`src/rtl/lif_pkg.sv`:
```
// Shared types and helpers for the leaky integrate-and-fire neuron array.
package lif_pkg;

    localparam int SHIFT_W = 3;
    localparam int SAT_W   = 32;

    typedef enum logic {
        LIF_IDLE   = 1'b0,
        LIF_UPDATE = 1'b1
    } lif_state_t;

    // Unsigned add clamped to 2^w - 1; w must be below SAT_W.
    function automatic logic [SAT_W-1:0] sat_add(
        input logic [SAT_W-1:0] a,
        input logic [SAT_W-1:0] b,
        input int               w
    );
        logic [SAT_W:0] sum;
        logic [SAT_W:0] lim;
        sum = {1'b0, a} + {1'b0, b};
        lim = ({{SAT_W{1'b0}}, 1'b1} << w) - {{SAT_W{1'b0}}, 1'b1};
        if (sum > lim) begin
            sat_add = lim[SAT_W-1:0];
        end else begin
            sat_add = sum[SAT_W-1:0];
        end
    endfunction

endpackage

```
`src/rtl/lif_update.sv`:
```
// Combinational single-neuron step: refractory countdown, shift leak,
// saturating integration and threshold fire.
module lif_update
    import lif_pkg::*;
#(
    parameter int WIDTH    = 12,
    parameter int REFRAC_W = 3
) (
    input  logic [WIDTH-1:0]    u,
    input  logic [REFRAC_W-1:0] rc,
    input  logic [WIDTH-1:0]    current_in,
    input  logic [SHIFT_W-1:0]  shift,
    input  logic [WIDTH-1:0]    threshold,
    input  logic [REFRAC_W-1:0] refrac_len,
    output logic [WIDTH-1:0]    u_next,
    output logic [REFRAC_W-1:0] rc_next,
    output logic                spike
);

    logic [WIDTH-1:0] u_shr;
    logic [WIDTH-1:0] beta;
    logic [SAT_W-1:0] sum;

    // u - (u >> shift) as a two's-complement add; shift=0 leaks to zero.
    assign u_shr = u >> shift;
    assign beta  = u + ~u_shr + WIDTH'(1);
    assign sum   = sat_add(SAT_W'(beta), SAT_W'(current_in), WIDTH);

    always_comb begin
        u_next  = '0;
        rc_next = '0;
        spike   = 1'b0;
        if (rc != '0) begin
            rc_next = rc - REFRAC_W'(1);
        end else if (sum >= SAT_W'(threshold)) begin
            spike   = 1'b1;
            rc_next = refrac_len;
        end else begin
            u_next = sum[WIDTH-1:0];
        end
    end

endmodule

```
`src/rtl/lif_neuron_array.sv`:
```
// Time-multiplexed LIF neuron array: one neuron updated per clock during a
// sweep, spikes emitted in index order.
module lif_neuron_array
    import lif_pkg::*;
#(
    parameter int N_NEURONS = 8,
    parameter int WIDTH     = 12,
    parameter int REFRAC_W  = 3,
    parameter int IDX_W     = $clog2(N_NEURONS)
) (
    input  logic                clk,
    input  logic                rst,
    input  logic                step_start,
    input  logic [SHIFT_W-1:0]  shift,
    input  logic [WIDTH-1:0]    threshold,
    input  logic [REFRAC_W-1:0] refrac_len,
    output logic [IDX_W-1:0]    cur_idx,
    input  logic [WIDTH-1:0]    current_in,
    output logic                busy,
    output logic                done,
    output logic                spike_valid,
    output logic [IDX_W-1:0]    spike_idx,
    input  logic [IDX_W-1:0]    u_rd_idx,
    output logic [WIDTH-1:0]    u_rd_data
);

    lif_state_t          state_reg, state_next;
    logic [IDX_W-1:0]    idx_reg;
    logic [SHIFT_W-1:0]  shift_reg;
    logic [WIDTH-1:0]    thr_reg;
    logic [REFRAC_W-1:0] refrac_reg;
    logic                done_reg;
    logic                spike_valid_reg;
    logic [IDX_W-1:0]    spike_idx_reg;

    logic [WIDTH-1:0]    u_arr  [N_NEURONS];
    logic [REFRAC_W-1:0] rc_arr [N_NEURONS];

    logic                accept;
    logic                last;
    logic [WIDTH-1:0]    u_next;
    logic [REFRAC_W-1:0] rc_next;
    logic                spike;

    assign busy = (state_reg == LIF_UPDATE);
    assign last = (idx_reg == IDX_W'(N_NEURONS - 1));

    always_ff @(posedge clk or posedge rst) begin
        if (rst) begin
            state_reg <= LIF_IDLE;
        end else begin
            state_reg <= state_next;
        end
    end

    always_comb begin
        state_next = state_reg;
        accept     = 1'b0;
        case (state_reg)
            LIF_IDLE: begin
                if (step_start) begin
                    state_next = LIF_UPDATE;
                    accept     = 1'b1;
                end
            end
            LIF_UPDATE: begin
                if (last) begin
                    state_next = LIF_IDLE;
                end
            end
        endcase
    end

    always_ff @(posedge clk or posedge rst) begin
        if (rst) begin
            idx_reg         <= '0;
            shift_reg       <= '0;
            thr_reg         <= '0;
            refrac_reg      <= '0;
            done_reg        <= 1'b0;
            spike_valid_reg <= 1'b0;
            spike_idx_reg   <= '0;
        end else begin
            done_reg        <= busy && last;
            spike_valid_reg <= busy && spike;
            if (busy && spike) begin
                spike_idx_reg <= idx_reg;
            end
            if (accept) begin
                idx_reg    <= '0;
                shift_reg  <= shift;
                thr_reg    <= threshold;
                refrac_reg <= refrac_len;
            end else if (busy) begin
                idx_reg <= last ? '0 : idx_reg + IDX_W'(1);
            end
        end
    end

    lif_update #(
        .WIDTH    (WIDTH),
        .REFRAC_W (REFRAC_W)
    ) u_update (
        .u          (u_arr[idx_reg]),
        .rc         (rc_arr[idx_reg]),
        .current_in (current_in),
        .shift      (shift_reg),
        .threshold  (thr_reg),
        .refrac_len (refrac_reg),
        .u_next     (u_next),
        .rc_next    (rc_next),
        .spike      (spike)
    );

    // Each neuron owns its own state registers so reset can clear all at once.
    genvar gi;
    generate
        for (gi = 0; gi < N_NEURONS; gi++) begin : g_cell
            logic [WIDTH-1:0]    u_reg;
            logic [REFRAC_W-1:0] rc_reg;

            always_ff @(posedge clk or posedge rst) begin
                if (rst) begin
                    u_reg  <= '0;
                    rc_reg <= '0;
                end else if (busy && (idx_reg == IDX_W'(gi))) begin
                    u_reg  <= u_next;
                    rc_reg <= rc_next;
                end
            end

            assign u_arr[gi]  = u_reg;
            assign rc_arr[gi] = rc_reg;
        end
    endgenerate

    assign cur_idx     = idx_reg;
    assign done        = done_reg;
    assign spike_valid = spike_valid_reg;
    assign spike_idx   = spike_idx_reg;
    assign u_rd_data   = u_arr[u_rd_idx];

endmodule

```
`config.mk`:
```
export PLATFORM = sky130hd
export DESIGN_NAME = lif_neuron_array
export DESIGN_NICKNAME = d
export VERILOG_FILES = /design/src/rtl/lif_pkg.sv /design/src/rtl/lif_update.sv /design/src/rtl/lif_neuron_array.sv
export SDC_FILE = /design/constraint.sdc
export NUM_CORES = 1
export LEC_CHECK = 0
export BUFFER_PORTS_ARGS = -buffer_cell sky130_fd_sc_hd__buf_2
export CAP_MARGIN = 5
export CORE_UTILIZATION = 60
export CTS_BUF_LIST = sky130_fd_sc_hd__clkbuf_4 sky130_fd_sc_hd__clkbuf_8 sky130_fd_sc_hd__clkbuf_16
export DETAILED_ROUTE_END_ITERATION = 8
export PLACE_DENSITY = 0.9
export SLEW_MARGIN = 20
export SYNTH_ARGS = -nofsm -noshare
export SYNTH_HDL_FRONTEND = slang
export SYNTH_SLANG_ARGS = --single-unit
```
`constraint.sdc`:
```
create_clock -name clk -period 17.37 [get_ports clk]
set_clock_uncertainty 0.05 [all_clocks]
set_input_delay 3.474 -clock clk [delete_from_list [all_inputs] [get_ports clk]]
set_output_delay 3.474 -clock clk [all_outputs]
set_load 0.1 [all_outputs]
```
==> summary.txt <==
Timing
  – Max Freq: roughly 110 MHz
  – Hold slack final: around 0.43 ns
  – Slew headroom: between 20 and 25%
  – Final setup TNS: 0 ns
  – Final period utilization: 51.1%
  – Endpoints failing hold: 0
  – Minimum clock period: 8.88 ns
  – Post-layout worst setup margin: approximately 8.5 ns
  – Tightest Pin Transition: ~1.2 ns
  – Slew Limit Fails: 0
  – RSZ-0062 raised after global routing: false
  – Final setup violation count: 0

Logic synthesis
  – Synth Instances: between 800 and 900
  – Yosys cell types: 57
  – Multiplexer share of the synthesized area: between 10% and 20%
  – Synth Area in Adders: under 10%
  – Most numerous cell in the Yosys netlist: nand2_1
  – Simple logic cell fraction of the synthesized area: approximately 12%
  – Seq/Total Area, Yosys: 41.5%
  – Register bit count reported by yosys: between 100 and 150
  – Synth Area in XOR/XNOR: 1.48%
  – Top_reg_cell synth: dfrtp_1
  – Ranking of synthesized cells by area: dfrtp_1, mux4_2, nand2_1
  – Mean Syn Cell Area: between 10 and 15 um^2
  – Yosys top cell by area: dfrtp_1
  – Mapped Nets: between 900 and 1,000
  – Compound-Gate Fraction of Synth Area: ~14%
  – Number of flops mapped to enable cells by yosys: 0
  – Yosys top cell area share: around 41%
  – Synth warn: 0
  – Post-synthesis cell area: between 8000 and 9000 um^2
  – Synth top cells by count: nand2_1, dfrtp_1, o21ai_0
  – Largest family of logic cells by synthesized area: multiplexers
  – Ys async rst share: 100%

Global routing
  – Global Route Usage Sum: 32.8%
  – Largest net degree at the start of global routing: 87
  – Global-route wire length before repair: approximately 37 mm
  – GRT overflow: 0
  – Number of global-route vias before repair: between 7,000 and 8,000
  – Initial antenna violation count: 0

Route
  – DR vias: approximately 7,200
  – Via density: between 6 and 7
  – WL/cell: between 20 and 25 um
  – Initial drt markers: 807
  – Final wirelength: between 20 and 25 mm
  – DRT Pass-1 Iters: 7
  – DRC Markers: 0
  – Antenna-violating nets left: 0

Critical path
  – Worst Setup EP: u_rd_data[6]
  – R2R Path End: g_cell[2].u_reg[3]
  – Crit path kind: primary input to output pin
  – Worst EP arrival: around 5.4 ns
  – Crit path from: u_rd_idx[0]
  – Worst EP required: about 14 ns
  – Reg2reg setup slack: between 9 and 10 ns
  – Worst Setup Start Kind: primary input
  – Crit path max fanout: 24
  – CP Capture Type: output pin
  – Reg2reg start: cur_idx[2]
  – Worst R2R Path Depth: 29

Placement
  – Place WS: 8.52 ns
  – PortBufs: 56
  – Gpl congestion: ~0.88
  – DP HPWL: approximately 15 mm

CTS
  – Inserted Clock Buffers: 17
  – CTS hold repair buffers: 0
  – Post-CTS Setup Bufs: 0
  – CTS HTree Levels: 4
  – CTS tree: yes
  – Worst skew pair latency: ~0.43 ns
  – Root Buffer: clkbuf_16
  – Clk sinks: between 100 and 150
  – Post-CTS Resized: 0
  – Clock Path Buffers: 2
  – Worst-path clk slew: ~0.06 ns

Floorplanning
  – Initial Util: about three fifths
  – Core area: between 10,000 and 15,000 um^2
  – Row count: 44
  – Die outline width: between 100 and 150 um
  – Area of the die: 15,300 um^2
  – # IOs: 57
  – Die Ht: between 100 and 150 um

Finish
  – Multi-input gate area: 4870 um^2
  – Nets: 980
  – Fillers: 1,022
  – Share of layout cells above drive strength 1: between 20% and 30%
  – Max reg flops: 96
  – Diode count: 0
  – Register area: approximately 3700 um^2
  – Area Overhead vs Synth: 10.4%

Run status
  – Status: completed

Flow run
  – Max Cap Viol: 0

Min path
  – Worst hold path class: flop to flop
## per-stage QoR
stage	instance area [um^2]	std cells	util, %
after floorplan	8870	867	-
after global placement	9200	1061	63.5
after detailed placement	9200	1061	63.5
after CTS	9780	1092	67.5
after global routing	9790	1092	67.6
final	9790	1092	67.6
## routing by layer
metal	global-route usage (%)	routed length (um)	share of wire, %
met4	14.7	767	3.3
met2	53.9	11400	49
met1	42.3	9100	39
met3	6.50	1850	8.0
met5	0	0	0
## critical path: stages
cell and delay, ns:
buf_2 0.64, mux4_2 0.61, mux2_2 0.31, buf_2 0.30
## how the worst min path moves through the flow
| stage | slack (ns) | start | to | cells after the start |
|---|---|---|---|---|
| after detailed placement | 0.42 | g_cell[7].rc_reg[2] | g_cell[7].rc_reg[2] | 2 |
| after global placement | 0.41 | g_cell[7].rc_reg[1] | g_cell[7].rc_reg[1] | 2 |
| after global routing | 0.47 | g_cell[2].rc_reg[0] | g_cell[2].rc_reg[0] | 2 |
| final | 0.43 | g_cell[2].rc_reg[0] | g_cell[2].rc_reg[0] | 2 |
| after floorplan | 0.39 | g_cell[2].rc_reg[0] | g_cell[2].rc_reg[0] | 2 |
| after CTS | 0.43 | g_cell[7].rc_reg[2] | g_cell[7].rc_reg[2] | 2 |
## placed cells by master (no fill, tap or decap), types with 20 or more instances in the layout
| cell | n |
|---|---|
| mux2_2 | 26 |
| mux2i_1 | 20 |
| a21oi_1 | 21 |
| inv_1 | 23 |
| dfrtp_1 | 146 |
| o21ai_0 | 135 |
| nand2_1 | 178 |
| mux4_2 | 48 |
| nor2_1 | 31 |
| ha_1 | 46 |
| buf_2 | 56 |
## area by class of cell
class / instances / area share [%]
Inverter: 25 / 1.01
Sequential cell: 147 / 37.6
Clock buffer: 24 / 5.14
Multi-Input combinational cell: 643 / 49.8
Tap cell: 184 / 2.35
Clock inverter: 7 / 0.754
Timing Repair Buffer: 62 / 3.36
## cell families (layout without fill, tap and decap cells)
| group | after synthesis | after routing |
|---|---|---|
| multiplexers | 102 | 102 |
| AO/OA/AOI/OAI | 215 | 215 |
| XOR/XNOR | 15 | 15 |
| flip-flops | 147 | 147 |
| adder cells (fa/ha/maj) | 48 | 48 |
| AND/OR/NAND/NOR | 263 | 263 |
| buffers and inverters | 77 | 118 |
Power is left out: the tool's default activity adds up to more than one toggle a clock period on the data nets, which glitch-free logic cannot reach.
